===== src/rtl/seg7_pkg.sv =====
// Shared 7-segment definitions: active-low a..g encodings, monitor state and pattern class.
// Segment vectors are ordered {a,b,c,d,e,f,g}; a 0 bit means the segment is lit.
package seg7_pkg;

    localparam logic [6:0] SEG_0     = 7'b0000001;
    localparam logic [6:0] SEG_1     = 7'b1001111;
    localparam logic [6:0] SEG_2     = 7'b0010010;
    localparam logic [6:0] SEG_3     = 7'b0000110;
    localparam logic [6:0] SEG_4     = 7'b1001100;
    localparam logic [6:0] SEG_5     = 7'b0100100;
    localparam logic [6:0] SEG_6     = 7'b0100000;
    localparam logic [6:0] SEG_7     = 7'b0001111;
    localparam logic [6:0] SEG_8     = 7'b0000000;
    localparam logic [6:0] SEG_9     = 7'b0000100;
    localparam logic [6:0] SEG_BLANK = 7'b1111111;

    typedef enum logic [1:0] {IDLE, SETTLE, LOCKED} state_t;

    typedef enum logic [1:0] {CLS_DIGIT, CLS_BLANK, CLS_INVALID} seg_cls_t;

endpackage


===== src/rtl/seg7_pattern_decode.sv =====
// Combinational map of an active-low {a..g} pattern to its class and BCD digit.
// Digit is 0 whenever the class is not CLS_DIGIT.
module seg7_pattern_decode
    import seg7_pkg::*;
(
    input  logic [6:0] pattern,
    output seg_cls_t   cls,
    output logic [3:0] digit
);

    always_comb begin
        cls   = CLS_DIGIT;
        digit = 4'd0;
        case (pattern)
            SEG_0:     digit = 4'd0;
            SEG_1:     digit = 4'd1;
            SEG_2:     digit = 4'd2;
            SEG_3:     digit = 4'd3;
            SEG_4:     digit = 4'd4;
            SEG_5:     digit = 4'd5;
            SEG_6:     digit = 4'd6;
            SEG_7:     digit = 4'd7;
            SEG_8:     digit = 4'd8;
            SEG_9:     digit = 4'd9;
            SEG_BLANK: cls   = CLS_BLANK;
            default:   cls   = CLS_INVALID;
        endcase
    end

endmodule


===== src/rtl/segment_decoder_7s.sv =====
// Readback monitor for the active-low 7-segment bus: debounces a pattern, then decodes it.
// Optional SEG7_ERRCNT_EN adds a saturating count of newly accepted invalid patterns.
module segment_decoder_7s
    import seg7_pkg::*;
#(
    parameter int STABLE_CYCLES = 4,
    parameter int CNT_WIDTH     = 4
) (
    input  logic       clock,
    input  logic       reset,
    input  logic       a,
    input  logic       b,
    input  logic       c,
    input  logic       d,
    input  logic       e,
    input  logic       f,
    input  logic       g,
    input  logic       dp,
    output logic [3:0] number,
    output logic       valid,
    output logic       blank,
    output logic       invalid,
    output logic       point,
    output logic       update
`ifdef SEG7_ERRCNT_EN
    ,
    output logic [7:0] err_count
`endif
);

    localparam logic [CNT_WIDTH-1:0] CNT_MAX = CNT_WIDTH'(STABLE_CYCLES - 1);

    state_t               state, state_nxt;
    logic [7:0]           seg_q, cand, cand_nxt;
    logic [CNT_WIDTH-1:0] cnt, cnt_nxt;
    logic [7:0]           last_acc;
    logic                 have_acc;
    logic                 accept;
    logic                 changed;
    seg_cls_t             cls;
    logic [3:0]           digit;

    seg7_pattern_decode u_decode (
        .pattern (cand[7:1]),
        .cls     (cls),
        .digit   (digit)
    );

    always_comb begin
        state_nxt = state;
        cand_nxt  = cand;
        cnt_nxt   = cnt;
        accept    = 1'b0;
        case (state)
            IDLE: begin
                cand_nxt  = seg_q;
                cnt_nxt   = '0;
                state_nxt = SETTLE;
            end
            SETTLE: begin
                if (seg_q != cand) begin
                    cand_nxt = seg_q;
                    cnt_nxt  = '0;
                end else if (cnt == CNT_MAX) begin
                    accept    = 1'b1;
                    state_nxt = LOCKED;
                end else begin
                    cnt_nxt = cnt + CNT_WIDTH'(1);
                end
            end
            LOCKED: begin
                if (seg_q != cand) begin
                    cand_nxt  = seg_q;
                    cnt_nxt   = '0;
                    state_nxt = SETTLE;
                end
            end
            default: state_nxt = IDLE;
        endcase
    end

    // The first accept after reset always strobes, even if it repeats the pre-reset pattern.
    assign changed = !have_acc || (cand != last_acc);

    always_ff @(posedge clock) begin
        if (reset) begin
            state    <= IDLE;
            seg_q    <= 8'hFF;
            cand     <= 8'hFF;
            cnt      <= '0;
            last_acc <= 8'hFF;
            have_acc <= 1'b0;
            number   <= 4'd0;
            valid    <= 1'b0;
            blank    <= 1'b0;
            invalid  <= 1'b0;
            point    <= 1'b0;
            update   <= 1'b0;
        end else begin
            state  <= state_nxt;
            seg_q  <= {a, b, c, d, e, f, g, dp};
            cand   <= cand_nxt;
            cnt    <= cnt_nxt;
            update <= accept && changed;
            if (accept) begin
                last_acc <= cand;
                have_acc <= 1'b1;
                valid    <= (cls == CLS_DIGIT);
                blank    <= (cls == CLS_BLANK);
                invalid  <= (cls == CLS_INVALID);
                point    <= !cand[0];
                if (cls == CLS_DIGIT) begin
                    number <= digit;
                end
            end
        end
    end

`ifdef SEG7_ERRCNT_EN
    always_ff @(posedge clock) begin
        if (reset) begin
            err_count <= 8'd0;
        end else if (accept && changed && (cls == CLS_INVALID) && (err_count != 8'hFF)) begin
            err_count <= err_count + 8'd1;
        end
    end
`endif

endmodule


===== config.mk =====
export PLATFORM = sky130hd
export DESIGN_NAME = segment_decoder_7s
export DESIGN_NICKNAME = d
export VERILOG_FILES = /design/src/rtl/seg7_pkg.sv /design/src/rtl/seg7_pattern_decode.sv /design/src/rtl/segment_decoder_7s.sv
export SDC_FILE = /design/constraint.sdc
export NUM_CORES = 1
export LEC_CHECK = 0
export CORE_ASPECT_RATIO = 1.25
export CORE_MARGIN = 10
export CORE_UTILIZATION = 45
export DETAILED_ROUTE_END_ITERATION = 16
export PLACE_DENSITY = 0.76
export RECOVER_POWER = 25
export SLEW_MARGIN = 15
export SYNTH_ARGS = -nofsm -noshare
export SYNTH_HDL_FRONTEND = slang
export SYNTH_SLANG_ARGS = --single-unit

===== constraint.sdc =====
create_clock -name clock -period 2.48 [get_ports clock]
set_input_delay 0.248 -clock clock [delete_from_list [all_inputs] [get_ports clock]]
set_output_delay 0.248 -clock clock [all_outputs]
set_load 0.02 [all_outputs]

==> results.json, run 1 <==
{
  "nature_of_the_critical_path_startpoint": "flip-flop",
  "cts-hold-fix-buffers": 0,
  "final_period_minus_worst_setup_slack_ps": 2240,
  "fin_worst_skew_ps": 5.623,
  "mean_area_per_synthesized_cell_um2": 8.947,
  "asyncSetResetFlopFracSynth_pct": 0,
  "post_synth_instance_area_um2": 1959,
  "status": "completed",
  "mappedNetlistNets": 234,
  "wl_per_cell_um": 14.23,
  "grt_antenna_before_repair": 0,
  "dominant_combinational_cell_family_by_area_after_synthesis": "simple AND/OR/NAND/NOR gates",
  "finalNonFillerCells": 296,
  "portbufs": 18,
  "layout.area.seq_um2": 800.8,
  "worst_path_class_setup": "reg2reg",
  "routed_wirelength_um": 4211,
  "post_synth_inst_count": 219,
  "vias_per_inst": 5.466,
  "dp_hpwl_um": 3135,
  "ys.warnings.count": 0,
  "worst_hold_path_type": "reg2reg",
  "final_layout_size_suffix_gt1_share_pct": 12.50,
  "ir_drop_mv": 0.3726,
  "report.final.hold_viol_count": 0,
  "timing.final.max_slew_violations": 0,
  "xor_and_xnor_area_share_after_synthesis_pct": 7.152,
  "clk_root_buffer_cell": "sky130_fd_sc_hd__clkbuf_8",
  "cts.path.max_buffers": 2,
  "place.detailed.instances": 288,
  "whs_ps": 453.0,
  "synth_simple_gate_area_share_pct": 23.50,
  "tritoncts": "yes",
  "cts_made_buffers": 5,
  "floorplan.initialDensity_pct": 47.06,
  "power-per-cell-area_nw_per_um2": 650.0,
  "timing.critical_path.fanout_max": 13,
  "post_synth_num_cell_types": 46,
  "ys.flop_type": "sky130_fd_sc_hd__dfxtp_1",
  "fmaxAchievable_mhz": 446.4,
  "grt_max_degree": 23,
  "floorplan_die_height_um": 93.78,
  "number_of_sinks_handled_by_clock_tree_synthesis": 40,
  "ys_seq_area_share_pct": 40.87,
  "postPlaceCellArea_um2": 2201,
  "num_io_pins": 19,
  "drv.max_cap_violation_count": 0,
  "worstMarginPinSlew_ps": 621.2,
  "global_route_wire_length_before_repair_um": 7079,
  "detailroute.via_count": 1618,
  "relSlewSlack_pct": 58.34,
  "drt_pass1_iterations": 4,
  "final_non_filler_cell_area_um2": 2291,
  "design.final.nets": 254,
  "groute.usage.overall_pct": 11.86,
  "synth_compound_area_share_pct": 15.07,
  "core_area_um2": 4164,
  "multi_input_comb_area_um2": 1033,
  "synthMuxAreaShare_pct": 3.831,
  "static-leakage-power_nw": 0.9402,
  "worstSkewPairLatency_ps": 290,
  "area_growth_pct": 16.92,
  "drt_iter0_drc": 126,
  "cts_setup_buffers": 0,
  "grt_pass1_vias": 1508,
  "setup_total_negative_slack_ps": 0,
  "die_area_um2": 7410,
  "detail-route-antenna-nets": 0,
  "ys_seq_elements": 40,
  "yosys.area_share.adder_pct": 3.193,
  "crit_arrival_ps": 2430,
  "clk_pin_slew_ps": 80,
  "detail_route.drc_violations": 0,
  "finalWeightedCongestion": 0.8655,
  "fp.dieW_um": 79.02,
  "post-route-period-util_pct": 90.32,
  "fillCellCount": 428,
  "cp_data_required_time_ps": 2670,
  "timing.critical_path.to_type": "flip-flop",
  "setup-violations-final": 0,
  "post_cts_resized": 0,
  "htreeDepth": 2,
  "unrepaired_setup_endpoints_after_global_routing": "false",
  "globalRoute.totalOverflow": 0,
  "rows": 26,
  "synth_edf_count": 0,
  "insertedDiodeCount": 0
}
## layout make-up
class	count	area share, %
clock buffer	7	3.768
clock inverter	1	0.3277
inverter	11	1.802
multi-input combinational	153	45.11
tap	56	3.058
timing repair buffer	28	10.98
sequential	40	34.95
## final timing paths
path,slack (ps),end,cells after the start,from
worst max-delay path,240,number[0],5,cand[2]
worst min-delay path,450,valid,2,valid
worst max register to register,240,number[0],5,cand[2]
worst min register to register,450,valid,2,valid
## logic make-up after synthesis
family / Yosys count
simple gates: 85
compound gates: 40
flops: 40
buf+inv: 26
xor+xnor: 16
mux: 7
fa+ha+maj: 5
## cells in the mapped netlist, drive strengths merged, types with 4 or more instances
master  number  share of area, %
mux2i        6               3.1
and4         4               1.8
nand3b       4               1.5
nor2         8               1.5
nand3        5               1.3
dfxtp       40                41
nand4        5               1.6
xnor2       13               5.8
ha           5               3.2
clkbuf       6               1.1
buf          9               3.1
nand2       29               5.6
nor3         6               1.8
o211ai      12               4.6
inv         11               2.1
or2          9               2.9
a21oi        6               1.5
## through the flow
stage          util (%)  total power [mW]  setup WS (ps)
2_1_floorplan         -            0.9753          455.8
3_3_place_gp      52.85             1.047          323.0
3_5_place_dp      52.85             1.053          253.4
4_1_cts           55.11             1.504          249.9
5_1_grt           55.02             1.569          114.1
6_report          55.02             1.489          240.0
## placed cells by master (no fill, tap or decap), types with 3 or more instances in the layout
master	instances
sky130_fd_sc_hd__clkdlybuf4s50_1	13
sky130_fd_sc_hd__xor2_1	3
sky130_fd_sc_hd__nand3_1	5
sky130_fd_sc_hd__nand2_1	29
sky130_fd_sc_hd__o211ai_1	12
sky130_fd_sc_hd__or3b_1	3
sky130_fd_sc_hd__nor2_1	8
sky130_fd_sc_hd__and4_1	4
sky130_fd_sc_hd__xnor2_1	13
sky130_fd_sc_hd__o31ai_1	3
sky130_fd_sc_hd__clkbuf_8	6
sky130_fd_sc_hd__dfxtp_1	40
sky130_fd_sc_hd__inv_1	11
sky130_fd_sc_hd__mux2i_1	6
sky130_fd_sc_hd__a31oi_1	3
sky130_fd_sc_hd__ha_1	5
sky130_fd_sc_hd__nand4_1	5
sky130_fd_sc_hd__a21oi_1	6
sky130_fd_sc_hd__nor3_1	5
sky130_fd_sc_hd__dlygate4sd3_1	5
sky130_fd_sc_hd__nor4_1	3
sky130_fd_sc_hd__or2_2	9
sky130_fd_sc_hd__nand3b_1	4
sky130_fd_sc_hd__buf_4	9
## critical path, cell delays in order (launching register included)
cell and delay [ps]:
sky130_fd_sc_hd__dfxtp_1 580, sky130_fd_sc_hd__xnor2_1 190, sky130_fd_sc_hd__nand4_1 200, sky130_fd_sc_hd__or3_1 500, sky130_fd_sc_hd__a211o_2 360, sky130_fd_sc_hd__mux2_4 300
## where the power goes
part           total (mW)  switching [mW]  internal, mW
logic               0.311           0.174         0.137
registers           0.728          0.0538         0.674
clock network       0.450           0.224         0.226
total                1.49           0.452          1.04
## layer usage
layer  share of wire (%)  vias to the layer above  GRT usage [%]
met2                  51                       26          20.10
met5                   0                        -              0
li1                    -                      823              -
met1                  43                      763          13.19
met4                 1.6                        0          5.090
met3                 4.3                        6          3.927
## state kept, by name, summed over array words and instances (netlist names)
signal    count
valid         1
invalid       1
point         1
blank         1
last_acc      8
number        4
have_acc      1
update        1
cand          8
cnt           4
seg_q         8
state         2
Note: power is estimated with default switching activity, not from simulation.
==> run 2, diff against run 1 <==
--- a/config.mk
+++ b/config.mk
@@ -7,10 +7,10 @@
 export LEC_CHECK = 0
 export CORE_ASPECT_RATIO = 1.25
 export CORE_MARGIN = 10
-export CORE_UTILIZATION = 45
+export CORE_UTILIZATION = 30
 export DETAILED_ROUTE_END_ITERATION = 16
-export PLACE_DENSITY = 0.76
-export RECOVER_POWER = 25
+export PLACE_DENSITY_LB_ADDON = 0.12
+export RECOVER_POWER = 50
 export SLEW_MARGIN = 15
 export SYNTH_ARGS = -nofsm -noshare
 export SYNTH_HDL_FRONTEND = slang
==> run 2 against run 1 <==
- first-iteration DRC count decreased by 25%
- cell area increased by 3.3%
- cell count up 11%
- sequential share of layout area decreased by 1.1 points
- via count grew 0.99%
- register-to-register slack gained 120 ps
- global-route usage shrank 2.2 points
- critical path depth unchanged
- die area rose by 37%
- wire length increased by 14%
- core utilization shrank 17 points
- non-clock buffer count is 5 higher
- largest cell class unchanged
==> results.json, run 2 (synthesized netlist as in run 1, its figures left out) <==
{
  "worstSkewPairLatency_ps": 290,
  "die_area_um2": 10180,
  "regToRegStartpoint": "cand[4]",
  "cts_made_buffers": 5,
  "fin_worst_skew_ps": 7.397,
  "worst_hold_path_type": "reg2reg",
  "final_non_filler_cell_area_um2": 2366,
  "global_route_wire_length_before_repair_um": 7824,
  "tritoncts": "yes",
  "grt_antenna_before_repair": 0,
  "area_growth_pct": 20.75,
  "core_area_um2": 6246,
  "preCtsSetupSlack_ps": 362.5,
  "layout.cells.most_common": "sky130_fd_sc_hd__dfxtp_1",
  "final_layout_size_suffix_gt1_share_pct": 13.06,
  "drt_iter0_drc": 95,
  "dp_hpwl_um": 3642,
  "floorplan_die_height_um": 110.4,
  "fp.dieW_um": 92.29,
  "top_flop_regs": "cand: 8 flops, last_acc: 8 flops, seg_q: 8 flops",
  "crit_arrival_ps": 2310,
  "static-leakage-power_nw": 0.9801,
  "relSlewSlack_pct": 58.77,
  "grt_max_degree": 23,
  "post_cts_resized": 0,
  "groute.usage.overall_pct": 9.628,
  "unrepaired_setup_endpoints_after_global_routing": "false",
  "drv.max_cap_violation_count": 0,
  "num_io_pins": 19,
  "nature_of_the_critical_path_startpoint": "flip-flop",
  "insertedDiodeCount": 0,
  "status": "completed",
  "floorplan.initialDensity_pct": 31.37,
  "setup-violations-final": 0,
  "power-per-cell-area_nw_per_um2": 676.1,
  "crit_path_top_delay_cell": "sky130_fd_sc_hd__dfxtp_1",
  "worst_slack_ps": 360.4,
  "detail_route.drc_violations": 0,
  "setup_total_negative_slack_ps": 0,
  "final_period_minus_worst_setup_slack_ps": 2120,
  "clk_root_buffer_cell": "sky130_fd_sc_hd__clkbuf_8",
  "post-route-period-util_pct": 85.47,
  "timing.critical_path.to_type": "flip-flop",
  "number_of_sinks_handled_by_clock_tree_synthesis": 40,
  "grt_pass1_vias": 1548,
  "worst_path_class_setup": "reg2reg",
  "vias_per_inst": 4.952,
  "detail-route-antenna-nets": 0,
  "timing.critical_path.fanout_max": 12,
  "cts-hold-fix-buffers": 0,
  "path_cells": "or3b_1 -> a2111oi_1 -> a21oi_1 -> a211o_2 -> mux2_4",
  "cp_data_required_time_ps": 2670,
  "routed_wirelength_um": 4814,
  "timing.critical_path.buf_inv": 0,
  "layout.cells.most_common_list": "40 x sky130_fd_sc_hd__dfxtp_1, 29 x sky130_fd_sc_hd__nand2_1, 13 x sky130_fd_sc_hd__xnor2_1, 12 x sky130_fd_sc_hd__o211ai_1",
  "fmaxAchievable_mhz": 471.8,
  "wl_per_cell_um": 14.59,
  "portbufs": 18,
  "min_delay_src": "invalid",
  "htreeDepth": 2,
  "cts.path.max_buffers": 2,
  "fillCellCount": 669,
  "clk_pin_slew_ps": 80,
  "startpoint": "cand[4]",
  "cpPeakStageDelay_ps": 430,
  "cp_top_family": "compound AO/OA/AOI/OAI gates",
  "design.final.nets": 259,
  "worstMarginPinSlew_ps": 614.8,
  "finalWeightedCongestion": 0.8523,
  "ir_drop_mv": 0.3064,
  "rows": 32,
  "report.final.hold_viol_count": 0,
  "detailroute.via_count": 1634,
  "timing.final.max_slew_violations": 0,
  "cts_setup_buffers": 0,
  "globalRoute.totalOverflow": 0,
  "postPlaceCellArea_um2": 2275,
  "drt_pass1_iterations": 4
}
==> run 2: changes by cell type in the layout (fill, tap and decap cells not counted), sizes merged <==
| cell | before | now |
|---|---|---|
| clkinv | 0 | 1 |
| clkdlybuf4s50 | 13 | 8 |
| bufinv | 0 | 1 |
| buf | 9 | 11 |
| clkbuf | 8 | 9 |
| dlygate4sd3 | 5 | 10 |
==> run 2: stage by stage <==
step | cells | total power, mW | hold slack (ps) | utilization, %
after floorplan | 219 | 0.9753 | 351.8 | -
after global placement | 322 | 1.099 | 447.0 | 36.42
after detailed placement | 322 | 1.092 | 452.4 | 36.42
after CTS | 330 | 1.624 | 466.2 | 38.20
after global routing | 330 | 1.684 | 481.7 | 37.88
final | 330 | 1.600 | 457.0 | 37.88
==> run 2: tightest hold or removal path, stage by stage (launching register included) <==
cell	delay, ps
sky130_fd_sc_hd__dfxtp_1	310
sky130_fd_sc_hd__nand2_1	50
sky130_fd_sc_hd__a21oi_1	50
==> run 2: layer usage <==
layer | up-vias | global-route usage (%) | part of all wire [%]
li1 | 826 | - | -
met1 | 765 | 10.73 | 45
met2 | 34 | 16.92 | 49
met3 | 9 | 2.233 | 3.2
met4 | 0 | 4.857 | 2.8
met5 | - | 0 | 0
==> run 2: path summary, 6_finish.rpt <==
path,end,slack (ps),depth (start not counted)
worst max-delay path,number[0],360,5
worst min-delay path,invalid,460,2
worst max register to register,number[0],360,5
worst min register to register,invalid,460,2
==> run 2: cell type report <==
cell class / count / area [µm²] / area share [%]
multi-input cells: 153 / 1028 / 43.47
flip-flops and latches: 40 / 800.8 / 33.84
repair buffers: 33 / 277.8 / 11.74
well taps: 85 / 106.4 / 4.495
clock buffers: 5 / 68.82 / 2.909
clock inverters: 3 / 42.54 / 1.798
inverters: 11 / 41.29 / 1.745
==> run 2: where the power goes <==
part / switching, mW / total [mW] / internal [mW]
combinational: 0.186 / 0.341 / 0.154
sequential: 0.0527 / 0.727 / 0.674
clock: 0.234 / 0.532 / 0.298
total: 0.473 / 1.60 / 1.13
